===== src/rtl/rotating_square_generator_n.sv =====
// Purpose: animates a square glyph around an N-digit active-low common-anode display, with digit scan mux.
// Latency: an_o/sseg_o are registered one cycle after (scan index, pos); pos_o/step_o change on the step edge.
// Backpressure: none; en_i freezes the animation (step counter held), the scan keeps running.
module rotating_square_generator_n #(
    parameter int         NUM_DIGITS     = 4,
    parameter int         STEP_PERIOD    = 12_500_000,
    parameter int         SCAN_PERIOD    = 100_000,
    parameter logic [6:0] TOP_PATTERN    = 7'b0011100,
    parameter logic [6:0] BOTTOM_PATTERN = 7'b1100010
) (
    input  logic                              clk_i,
    input  logic                              rst_i,
    input  logic                              en_i,
    input  logic                              dir_i,
    output logic [NUM_DIGITS-1:0]             an_o,
    output logic [6:0]                        sseg_o,
    output logic                              step_o,
    output logic [$clog2(2*NUM_DIGITS)-1:0]   pos_o
);

    localparam int P  = 2 * NUM_DIGITS;
    localparam int PW = $clog2(P);
    localparam int SW = (STEP_PERIOD > 1) ? $clog2(STEP_PERIOD) : 1;
    localparam int CW = (SCAN_PERIOD > 1) ? $clog2(SCAN_PERIOD) : 1;
    localparam int IW = $clog2(NUM_DIGITS);

    localparam logic [SW-1:0] STEP_LAST = SW'(STEP_PERIOD - 1);
    localparam logic [CW-1:0] SCAN_LAST = CW'(SCAN_PERIOD - 1);
    localparam logic [IW-1:0] IDX_LAST  = IW'(NUM_DIGITS - 1);
    localparam logic [PW-1:0] POS_LAST  = PW'(P - 1);

    logic [SW-1:0] step_cnt;
    logic [CW-1:0] scan_cnt;
    logic [IW-1:0] scan_idx;

    logic [31:0]   pos_ext;
    logic [31:0]   glyph_digit;
    logic [6:0]    glyph;
    logic          hit;

    // Step timer: counts only while enabled; a wrap advances pos and pulses step_o for one cycle.
    always_ff @(posedge clk_i or posedge rst_i) begin
        if (rst_i) begin
            step_cnt <= '0;
            step_o   <= 1'b0;
            pos_o    <= '0;
        end else if (en_i) begin
            if (step_cnt == STEP_LAST) begin
                step_cnt <= '0;
                step_o   <= 1'b1;
                if (!dir_i) begin
                    pos_o <= (pos_o == POS_LAST) ? '0 : pos_o + 1'b1;
                end else begin
                    pos_o <= (pos_o == '0) ? POS_LAST : pos_o - 1'b1;
                end
            end else begin
                step_cnt <= step_cnt + 1'b1;
                step_o   <= 1'b0;
            end
        end else begin
            step_o <= 1'b0;
        end
    end

    // Digit scan: free-running, independent of en_i, so the display never goes dark while paused.
    always_ff @(posedge clk_i or posedge rst_i) begin
        if (rst_i) begin
            scan_cnt <= '0;
            scan_idx <= '0;
        end else if (scan_cnt == SCAN_LAST) begin
            scan_cnt <= '0;
            scan_idx <= (scan_idx == IDX_LAST) ? '0 : scan_idx + 1'b1;
        end else begin
            scan_cnt <= scan_cnt + 1'b1;
        end
    end

    // Map pos to the digit carrying the square: top half runs left to right, bottom half right to left.
    always_comb begin
        pos_ext     = 32'(pos_o);
        glyph_digit = '0;
        glyph       = TOP_PATTERN;
        if (pos_ext < NUM_DIGITS) begin
            glyph_digit = NUM_DIGITS - 1 - pos_ext;
            glyph       = TOP_PATTERN;
        end else begin
            glyph_digit = pos_ext - NUM_DIGITS;
            glyph       = BOTTOM_PATTERN;
        end
        hit = (32'(scan_idx) == glyph_digit);
    end

    // Registered display drive: one enable low for the scanned digit, glyph only where the square sits.
    always_ff @(posedge clk_i or posedge rst_i) begin
        if (rst_i) begin
            an_o   <= '1;
            sseg_o <= 7'h7F;
        end else begin
            an_o   <= ~(NUM_DIGITS'(1) << scan_idx);
            sseg_o <= hit ? glyph : 7'h7F;
        end
    end

endmodule


===== config.mk =====
export PLATFORM = sky130hd
export DESIGN_NAME = rotating_square_generator_n
export DESIGN_NICKNAME = d
export VERILOG_FILES = /design/src/rtl/rotating_square_generator_n.sv
export SDC_FILE = /design/constraint.sdc
export NUM_CORES = 1
export LEC_CHECK = 0
export CORE_ASPECT_RATIO = 0.5
export CORE_MARGIN = 5
export CORE_UTILIZATION = 52
export DETAILED_ROUTE_END_ITERATION = 10
export GPL_ROUTABILITY_DRIVEN = 0
export HOLD_SLACK_MARGIN = 0.08
export PLACE_DENSITY = 0.8
export SETUP_SLACK_MARGIN = 0.3
export SLEW_MARGIN = 20
export SYNTH_ARGS = -nofsm -noshare
export SYNTH_HDL_FRONTEND = slang
export SYNTH_SLANG_ARGS = --single-unit
export TNS_END_PERCENT = 30

===== constraint.sdc =====
create_clock -name clk_i -period 1.8 [get_ports clk_i]
set_input_delay 0.45 -clock clk_i [delete_from_list [all_inputs] [get_ports clk_i]]
set_output_delay 0.45 -clock clk_i [all_outputs]
set_load 0.01 [all_outputs]

==> results of run 1 <==
-- state kept, by name, summed over array words and instances, names as in the netlist --
register	count
step_cnt	24
scan_cnt	17
an_o	4
pos_o	3
sseg_o	3
scan_idx	2
step_o	1
-- cell usage after synthesis, types with 5 or more instances --
library cell / number / area share (%)
and3_1: 5 / 1.2
and4_1: 8 / 2.6
buf_4: 5 / 1.4
dfrtp_1: 47 / 44
dfstp_2: 7 / 6.9
ha_1: 10 / 4.7
inv_1: 11 / 1.6
mux2i_1: 5 / 1.9
nand2_1: 16 / 2.3
nand3_1: 12 / 2.3
nand4_1: 12 / 2.8
nor2_1: 22 / 3.1
nor3_1: 5 / 0.94
o21ai_0: 8 / 1.5
xnor2_1: 21 / 6.9
xor2_1: 11 / 3.6
-- routing by layer --
metal | GRT usage [%] | routed length, um | part of all wire, %
met2 | 34.1 | 3120 | 51
met5 | 0 | 0 | 0
met3 | 3.69 | 267 | 4.3
met1 | 22.0 | 2530 | 41
met4 | 6.32 | 225 | 3.7
-- cell type report --
class	instances	area share, %
Timing Repair Buffer	62	14.2
Clock buffer	5	1.99
Clock inverter	3	0.725
Sequential cell	54	39.5
Tap cell	70	2.54
Multi-Input combinational cell	171	39.7
Inverter	11	1.31
-- path summary, 6_finish.rpt --
kind | startpoint | end | slack, ns | depth (start not counted)
setup / recovery | step_cnt[8] | step_cnt[19] | -0.08 | 4
hold / removal | rst_i | scan_idx[1] | 0.47 | 2
setup reg to reg | step_cnt[8] | step_cnt[19] | -0.08 | 4
hold reg to reg | scan_cnt[0] | scan_cnt[0] | 0.50 | 1
max in group asynchronous | rst_i | sseg_o[4] | 0.83 | 3
min in group clk_i | scan_cnt[0] | scan_cnt[0] | 0.50 | 1
-- where the power goes --
group | internal [uW] | switching, uW
Sequential | 1290 | 98.7
Combinational | 241 | 183
Clock | 282 | 426
-- stage by stage --
| step | setup TNS, ns | hold WS (ns) | utilization (%) |
|---|---|---|---|
| 6_report | -0.396 | 0.469 | 69.9 |
| 4_1_cts | -0.186 | 0.478 | 67.5 |
| 2_1_floorplan | -0.0815 | 0.451 | - |
| 3_5_place_dp | -8.24 | 0.481 | 63.7 |
| 3_3_place_gp | -6.95 | 0.471 | 63.7 |
| 5_1_grt | -1.62 | 0.493 | 69.9 |
-- what timing repair did --
action / 4_1_cts / 5_1_grt
resized for setup: 69 / 30
gates cloned: 0 / 1
endpoints found under the setup margin: 50 / 40
hold buffers: 0 / 0
buffers inserted: 5 / 7
pin swaps: 21 / 18
-- cell families (layout without fill, tap and decap cells) --
group | count (synthesis) | after routing | synth area share, %
fa+ha+maj | 10 | 10 | 4.72
buf+inv | 21 | 81 | 4.11
compound gates | 18 | 18 | 4.11
mux | 7 | 7 | 2.74
flops | 54 | 54 | 51.3
simple gates | 104 | 104 | 22.4
xor+xnor | 32 | 32 | 10.6
==> reports/qor.yml, run 1 <==
outcome:
  outcome: "finished, violations left"
  violations: "negative setup slack"
drt:
  drtIter0Drc: 77
  dr_total_vias: 2116
  drc: 0
  drt-pass1-iter-count: 4
  routed_wl_um: 6140
  via_per_inst: 5.63
  wire_per_inst_um: 16.3
  ant_nets: 0
sta:
  period_share_pct: 104
  min_period_ns: 1.88
  rsz0062_at_grt: "yes"
  fmax_mhz: 532
  finalHoldViolations: 0
  worst_pin_slew_ns: 0.395
  slew_viol_final: 0
  setup_slack_ns: -0.0789
  fin_skew_ns: 0.0124
  slew_headroom_pct: 73.6
  setup_viol: 12
finish:
  layout.nets: 319
  regArea_um2: 1360
  multi_input_area_um2: 1370
  finalNonFillerCells: 376
  layout_commonest_cell: "dfrtp_1"
  fin_area_um2: 3450
  final_layout_size_suffix_gt1_share_pct: 36.6
  antenna_cells: 0
  area_growth_pct: 30.2
  num-fill-cells: 323
  layout.cells.most_common_list: "dfrtp_1 (45), buf_4 (36), xnor2_1 (20), nand2_1 (16), nor2_1 (14)"
synth:
  synth.cell_area_um2: 2650
  synth_edf_count: 0
  async_flop_share_pct: 100
  synth_cell_types: 39
  avgSynthCellArea_um2: 10.8
  synth-seq-cells: 54
  yosysSeqAreaShare_pct: 51.3
  synth_ff_type: "dfrtp_1"
  synthCells: 246
  syn_nets: 260
  ys_warn_count: 0
power_and_ir_drop:
  power_density_nw_per_um2: 731
  vdd_drop_max_mv: 0.367
  finalPower_uw: 2520
  leakagePower_uw: 0.00157
grt:
  grt_max_degree: 22
  track_usage_pct: 18.3
  grt_overflow: 0
  grt_pass1_wl_um: 9850
  antenna_found_initial: 0
  grt_pass1_vias: 2065
setup_path:
  worst_setup_path_end_kind: "flip-flop"
  cp_cell_sequence: "nand2_1, or4_4, or4_4, a21oi_2"
  crit_arrival_ns: 2.13
  cpPeakStageDelay_ns: 0.56
  start_kind: "flip-flop"
  path_buf_inv: 0
  crit_top_cell: "or4_4"
  critical_path.top_delay_family: "simple AND/OR/NAND/NOR gates"
  required_ns: 2.05
  crit_fanout: 4
  slowest_stage: "or4_4"
  crit_type: "flip-flop to flip-flop"
placed_design:
  place_hpwl_um: 4010
  io_buffers: 18
  place_ws_ns: -0.523
  dpl.cell_count: 355
  placed_area_um2: 3140
die:
  io_pins: 19
  die-area_um2: 6710
  num_rows: 18
  start_util_pct: 53.7
  die_w_um: 111
  die_h_um: 60.5
  core_um2: 4930
clock_tree:
  clk_pin_slew_worst_paths_ns: 0.11
  clockBufferDepth: 2
  h-tree-depth: 2
  tritoncts: "yes"
  clock_sinks: 54
  cts_buffers: 5
  cts_root_buf: "clkbuf_8"
  clock_latency_ns: 0.32
worst_hold_path:
  hold_class: "primary input to asynchronous set/reset pin"
run:
  drv_cap: 0
No activity file was read; power rests on OpenSTA's default activity.
==> inputs of run 2 (changes only) <==
--- a/config.mk
+++ b/config.mk
@@ -5,15 +5,17 @@
 export SDC_FILE = /design/constraint.sdc
 export NUM_CORES = 1
 export LEC_CHECK = 0
+export ABC_AREA = 1
 export CORE_ASPECT_RATIO = 0.5
 export CORE_MARGIN = 5
-export CORE_UTILIZATION = 52
+export CORE_UTILIZATION = 54
 export DETAILED_ROUTE_END_ITERATION = 10
 export GPL_ROUTABILITY_DRIVEN = 0
 export HOLD_SLACK_MARGIN = 0.08
-export PLACE_DENSITY = 0.8
+export PLACE_DENSITY = 0.81
+export RECOVER_POWER = 25
 export SETUP_SLACK_MARGIN = 0.3
-export SLEW_MARGIN = 20
+export SLEW_MARGIN = 30
 export SYNTH_ARGS = -nofsm -noshare
 export SYNTH_HDL_FRONTEND = slang
 export SYNTH_SLANG_ARGS = --single-unit
==> run 2 against run 1 <==
Net effect:
- the run now ends clean
- maximum frequency rose by 17%
- sequential share of layout area fell by 4.1 points
- die area is 13% higher
- sequential power about the same
- clock skew down 0.0063 ns
- power is 18% higher
- critical path type is now flip-flop to output pin
- critical endpoint is now step_o
- highest routed layer unchanged
==> reports/qor.yml, run 2 <==
clock_tree:
  cts_root_buf: "clkbuf_16"
  clockBufferDepth: 2  # unchanged
  h-tree-depth: 2  # unchanged
  clk_pin_slew_worst_paths_ns: 0.07  # -0.04 ns
  clock_sinks: 54  # unchanged
  clock_latency_ns: 0.30  # -0.02 ns
  tritoncts: "yes"
  cts_buffers: 5  # unchanged
setup_path:
  crit_type: "flip-flop to output pin"
  worst_setup_path_end_kind: "output pin"
  required_ns: 1.35  # -0.70 ns
  critical_path.top_delay_family: "buffers and inverters"
  ff2ff_setup_slack_ns: 0.27  # +0.35 ns
  crit_arrival_ns: 1.16  # -0.97 ns
  cpPeakStageDelay_ns: 0.53  # -0.03 ns
  crit_fanout: 1  # -3
  r2r_end: "pos_o[2]"
  cp_cell_sequence: "clkdlybuf4s50_1"
  path_buf_inv: 1  # +1
  reg2reg_depth: 8  # +4
  start_kind: "flip-flop"
  rr_startpoint: "pos_o[1]"
  slowest_stage: "clkdlybuf4s50_1"
drt:
  drt-pass1-iter-count: 4  # unchanged
  dr_total_vias: 2689  # +27%
  wire_per_inst_um: 13.3  # -19%
  routed_wl_um: 7160  # +17%
  via_per_inst: 4.98  # -12%
  ant_nets: 0  # unchanged
  drtIter0Drc: 140  # +82%
  drc: 0  # unchanged
power_and_ir_drop:
  seqPwrFrac_pct: 47.7  # -7.4 points
  leakagePower_uw: 0.00195  # +24%
  internal_power_uw: 2110  # +16%
  clockPowerShare_pct: 38.2  # +10 points
  combPwrFrac_pct: 14.1  # -2.7 points
  p_switching_uw: 857  # +21%
  sw_frac_of_total_pct: 28.9  # +0.78 points
  power_density_nw_per_um2: 771  # +5.4%
  vdd_drop_max_mv: 0.576  # +57%
synth:
  synth_top_cell_area_share_pct: 37.2  # -7.2 points
  synth_edf_count: 0  # unchanged
  synth_cell_types: 30  # -23%
  synth.cell_area_um2: 3160  # +19%
  synth.most_common_cell: "nand2_1"
  yosysTopAreaCell: "dfrtp_1"
  synth_ff_type: "dfrtp_1"
  avgSynthCellArea_um2: 7.42  # -31%
  synthTopCellsByArea: "dfrtp_1 (37%), nand2_1 (13%), nor2_1 (8.8%)"
  ys_warn_count: 0  # unchanged
  synthCells: 426  # +73%
  yosysSeqAreaShare_pct: 43.0  # -8.3 points
  synth-seq-cells: 54  # unchanged
  syn_nets: 440  # +69%
  synthTopCellsByCount: "nand2_1 (107), nor2_1 (74), inv_1 (69)"
  async_flop_share_pct: 100  # unchanged
die:
  core_um2: 5590  # +13%
  die_h_um: 64.1  # +6.0%
  io_pins: 19  # unchanged
  start_util_pct: 56.6  # +2.9 points
  die_w_um: 118  # +6.5%
  die-area_um2: 7580  # +13%
  num_rows: 19  # +1
sta:
  worst_pin_slew_ns: 0.513  # +0.118 ns
  slew_headroom_pct: 65.6  # -8.0 points
  min_period_ns: 1.61  # -0.270 ns
  period_share_pct: 89.4  # -15 points
  fin_skew_ns: 0.00603  # -0.00633 ns
  rsz0062_at_grt: "yes"
  finalHoldViolations: 0  # unchanged
  setup_viol: 0  # -12
  hold_ws_ns: 0.528  # +0.0592 ns
  fmax_mhz: 621  # +17%
  slew_viol_final: 0  # unchanged
finish:
  reg_top3: "step_cnt x24, scan_cnt x17, an_o x4"
  layout_commonest_cell: "nand2_1"
  layout.nets: 480  # +50%
  largest_register: "step_cnt"
  largest_reg_flops: 24  # unchanged
  finalNonFillerCells: 540  # +44%
  area_growth_pct: 21.8
  final_layout_size_suffix_gt1_share_pct: 21.0  # -16 points
  layout.cells.most_common_list: "nand2_1 (99), inv_1 (66), nor2_1 (64), dfrtp_1 (45), nand3_1 (25)"
  antenna_cells: 0  # unchanged
  fin_area_um2: 3850  # +12%
outcome:
  outcome: "finished, final reports clean"
grt:
  grt_max_degree: 19  # -14%
  grt_pass1_vias: 2618  # +27%
  track_usage_pct: 19.2  # +0.87 points
  antenna_found_initial: 0  # unchanged
  grt_overflow: 0  # unchanged
  grt_pass1_wl_um: 12000  # +21%
worst_hold_path:
  holdPathStages: 2
  hp-start: "scan_cnt[15]"
  hold_class: "flip-flop to flip-flop"
  min_to: "scan_cnt[15]"
placed_design:
  place_hpwl_um: 4940  # +23%
  dpl.cell_count: 522  # +47%
  io_buffers: 18  # unchanged
  placed_area_um2: 3480  # +11%
run:
  drv_cap: 0  # unchanged
run 2: logic make-up after synthesis:
family          share of synthesized area, %
flops                                   43.0
buf+inv                                 11.1
fa+ha+maj                               3.96
simple gates                            33.2
xor+xnor                                5.54
compound gates                          3.17
run 2: layer usage:
metal / global-route usage [%] / share of wire [%] / vias to the layer above
li1: - / - / 1365
met1: 24.3 / 43 / 1235
met2: 33.3 / 50 / 78
met3: 4.85 / 5.9 / 11
met4: 4.86 / 1.2 / 0
met5: 0 / 0 / -
run 2: final cells by class:
class | count | area [um^2]
clock buffers | 5 | 125
inverters | 75 | 300
flip-flops and latches | 54 | 1360
well taps | 73 | 91.3
fillers | 418 | 1730
repair buffers | 39 | 327
clock inverters | 3 | 47.5
multi-input cells | 291 | 1600
run 2: worst reg2reg max path, cell delays in order (launching register included):
cell	delay, ns
dfrtp_1	0.38
buf_4	0.15
ha_1	0.17
ha_1	0.26
nand2_1	0.06
a21boi_0	0.18
nand3_1	0.10
nand2_1	0.07
inv_1	0.05
run 2: worst max-delay path by stage:
stage | startpoint | end | slack [ns] | cells after the start
after floorplan | pos_o[0] | pos_o[2] | 0.38 | 7
after global placement | en_i | step_cnt[20] | -0.09 | 9
after detailed placement | en_i | step_cnt[20] | -0.11 | 9
after CTS | pos_o[1] | pos_o[1] | 0.15 | 1
after global routing | pos_o[1] | pos_o[2] | 0.14 | 8
final | step_o | step_o | 0.19 | 1
run 2: power groups by stage:
stage / sequential [uW] / combinational, uW / clock, uW
global placement: 1420 / 351 / 0
floorplan: 1380 / 303 / 0
finish: 1420 / 418 / 1130
global route: 1430 / 479 / 1200
CTS: 1400 / 368 / 1140
detailed placement: 1420 / 365 / 0
run 2: what timing repair did:
action,CTS,global route
gates cloned,0,1
resized for setup,37,49
hold buffers,0,0
buffers inserted,4,5
setup endpoints to repair,41,51
pin swaps,0,12
run 2: metrics by stage:
stage,TNS [ns],power [uW],worst slack (ns),util (%)
after floorplan,0,1680,0.378,-
after global placement,-0.885,1770,-0.0865,62.2
after detailed placement,-1.08,1780,-0.113,62.2
after CTS,0,2910,0.155,65.4
after global routing,0,3110,0.143,69.0
final,0,2970,0.191,69.0
==> inputs of run 3 (changes only) <==
--- a/config.mk
+++ b/config.mk
@@ -12,7 +12,7 @@
 export DETAILED_ROUTE_END_ITERATION = 10
 export GPL_ROUTABILITY_DRIVEN = 0
 export HOLD_SLACK_MARGIN = 0.08
-export PLACE_DENSITY = 0.81
+export PLACE_DENSITY = 0.76
 export RECOVER_POWER = 25
 export SETUP_SLACK_MARGIN = 0.3
 export SLEW_MARGIN = 30
==> run 3 against run 2 <==
Net effect:
- non-clock buffer count down 8
- cell count down 1.7%
- power decreased by 3.2%
- largest power group unchanged
- worst hold slack worse by 0.071 ns
- first-iteration DRC count fell by 16%
- register-to-register slack lost 0.04 ns
- clock skew is 0.00081 ns higher
- utilization fell by 3.6 points
- routed wire length is 14% lower
- clock power decreased by 4%
- highest routed layer unchanged
- sequential power hardly changed
==> reports/qor.yml, run 3 (synthesis gave the netlist of run 2 again) <==
power_and_ir_drop:
  power_density_nw_per_um2: 787  # +2.2%
  combPwrFrac_pct: 12.8  # -1.3 points
  p_switching_uw: 786  # -8.2%
  vdd_drop_max_mv: 0.417  # -28%
  clockPowerShare_pct: 38.1  # about the same
  internal_power_uw: 2090  # -1.2%
  sw_frac_of_total_pct: 27.4  # -1.5 points
  leakagePower_uw: 0.00187  # -4.4%
  seqPwrFrac_pct: 49.1  # +1.4 points
  finalPower_uw: 2870  # -3.2%
drt:
  dr_total_vias: 2578  # -4.1%
  wire_per_inst_um: 11.6  # -12%
  drt-pass1-iter-count: 4  # unchanged
  routed_wl_um: 6170  # -14%
  ant_nets: 0  # unchanged
  drtIter0Drc: 117  # -16%
  via_per_inst: 4.85  # -2.5%
  drc: 0  # unchanged
die:
  start_util_pct: 56.6  # unchanged
  die-area_um2: 7580  # unchanged
  core_um2: 5590  # unchanged
  die_w_um: 118  # unchanged
  io_pins: 19  # unchanged
  num_rows: 19  # unchanged
  die_h_um: 64.1  # unchanged
finish:
  area_growth_pct: 15.5
  final_layout_size_suffix_gt1_share_pct: 16.2  # -4.8 points
  reg_top3: "step_cnt x24, scan_cnt x17, an_o x4"
  fin_area_um2: 3650  # -5.2%
  num-fill-cells: 464  # +11%
  largest_register: "step_cnt"
  layout.nets: 471  # -1.9%
  antenna_cells: 0  # unchanged
  layout.cells.most_common_list: "nand2_1 (105), nor2_1 (69), inv_1 (67), dfrtp_1 (44), nand3_1 (25)"
  largest_reg_flops: 24  # unchanged
  layout_commonest_cell: "nand2_1"
setup_path:
  reg2reg_depth: 8  # unchanged
  cpPeakStageDelay_ns: 0.53  # about the same
  critical_path.top_delay_family: "buffers and inverters"
  ff2ff_setup_slack_ns: 0.23  # -0.04 ns
  slowest_stage: "clkdlybuf4s50_1"
  required_ns: 1.35  # about the same
  start_kind: "flip-flop"
  r2r_end: "pos_o[2]"
  crit_arrival_ns: 1.14  # -0.02 ns
  worst_setup_path_end_kind: "output pin"
  cp_cell_sequence: "clkdlybuf4s50_1"
  crit_fanout: 1  # unchanged
  path_buf_inv: 1  # unchanged
  crit_type: "flip-flop to output pin"
  rr_startpoint: "pos_o[0]"
sta:
  tns_ns: 0  # unchanged
  setup_viol: 0  # unchanged
  fmax_mhz: 628  # +1.0%
  finalHoldViolations: 0  # unchanged
  period_share_pct: 88.5  # -0.92 points
  slew_viol_final: 0  # unchanged
  slew_headroom_pct: 52.0  # -14 points
  fin_skew_ns: 0.00684  # +0.000814 ns
  worst_pin_slew_ns: 0.720  # +0.208 ns
  setup_slack_ns: 0.207  # +0.0166 ns
  min_period_ns: 1.59  # -0.0166 ns
  rsz0062_at_grt: "yes"
placed_design:
  place_hpwl_um: 4570  # -7.5%
  io_buffers: 18  # unchanged
  placed_area_um2: 3470  # -0.22%
  place_ws_ns: -0.156  # -0.0430 ns
grt:
  grt_pass1_vias: 2396  # -8.5%
  grt_pass1_wl_um: 10700  # -10%
  grt_max_degree: 55  # +36
  antenna_found_initial: 0  # unchanged
  grt_overflow: 0  # unchanged
  track_usage_pct: 17.4  # -1.8 points
clock_tree:
  cts_buffers: 5  # unchanged
  clockBufferDepth: 2  # unchanged
  cts_root_buf: "clkbuf_16"
  tritoncts: "yes"
  clk_pin_slew_worst_paths_ns: 0.07  # about the same
  h-tree-depth: 2  # unchanged
  holdBufCountCts: 0  # unchanged
  clock_latency_ns: 0.30  # about the same
  clock_sinks: 54  # unchanged
worst_hold_path:
  min_to: "scan_cnt[0]"
  hp-start: "scan_cnt[0]"
  holdPathStages: 1  # -1
  hold_class: "flip-flop to flip-flop"
run:
  drv_cap: 0  # unchanged
outcome:
  outcome: "finished, final reports clean"
[run 3: cell count changes in the layout (fill, tap and decap cells not counted), sizes merged]
| cell | change |
|---|---|
| buf | -8 |
| clkbuf | +1 |
| clkinv | +2 |
| inv | -3 |
| nand2 | -1 |
[run 3: per-layer routing]
metal / vias to the layer above / track usage [%] / part of all wire, %
met3: 9 / 4.14 / 4.6
met2: 47 / 27.7 / 45
met5: - / 0 / 0
met1: 1179 / 23.0 / 48
li1: 1343 / - / -
met4: 0 / 7.30 / 1.5
[run 3: how the worst max path moves through the flow]
stage | startpoint | to | slack, ns | cells past startpoint
after floorplan | pos_o[0] | pos_o[2] | 0.38 | 7
after global placement | en_i | step_cnt[18] | -0.13 | 8
after detailed placement | en_i | step_cnt[18] | -0.16 | 8
after CTS | en_i | step_cnt[18] | 0.14 | 8
after global routing | scan_cnt[0] | scan_idx[1] | 0.13 | 9
final | step_o | step_o | 0.21 | 1
[run 3: what timing repair did]
action,in CTS,in global routing
setup endpoints to repair,40,47
resized for setup,36,15
setup buffers,2,0
pin swaps,0,5
[run 3: power groups by stage]
stage               clock, uW  sequential, uW  combinational (uW)
floorplan                   0            1380                 303
global placement            0            1420                 345
detailed placement          0            1420                 352
CTS                      1120            1400                 356
global route             1190            1430                 428
finish                   1090            1410                 369
[run 3: area by class of cell]
cell class / instances / area, um^2 / share of cell area [%]
Clock buffer: 6 / 129 / 3.53
Clock inverter: 2 / 38.8 / 1.06
Tap cell: 73 / 91.3 / 2.50
Sequential cell: 54 / 1360 / 37.4
Multi-Input combinational cell: 290 / 1480 / 40.6
Timing Repair Buffer: 31 / 256 / 7.03
Inverter: 75 / 290 / 7.95
[run 3: metrics by stage]
step	cells	hold WS, ns	util [%]
2_1_floorplan	426	0.431	-
3_3_place_gp	521	0.449	62.1
3_5_place_dp	521	0.452	62.1
4_1_cts	531	0.461	64.9
5_1_grt	531	0.495	65.4
6_report	531	0.456	65.4
[run 3: worst reg2reg max path: stages, from the launching register on]
cell	delay, ns
dfrtp_2	0.41
buf_4	0.16
ha_1	0.19
ha_1	0.26
nand2_1	0.06
a21boi_0	0.18
nand3_1	0.10
nand2_1	0.07
inv_1	0.03
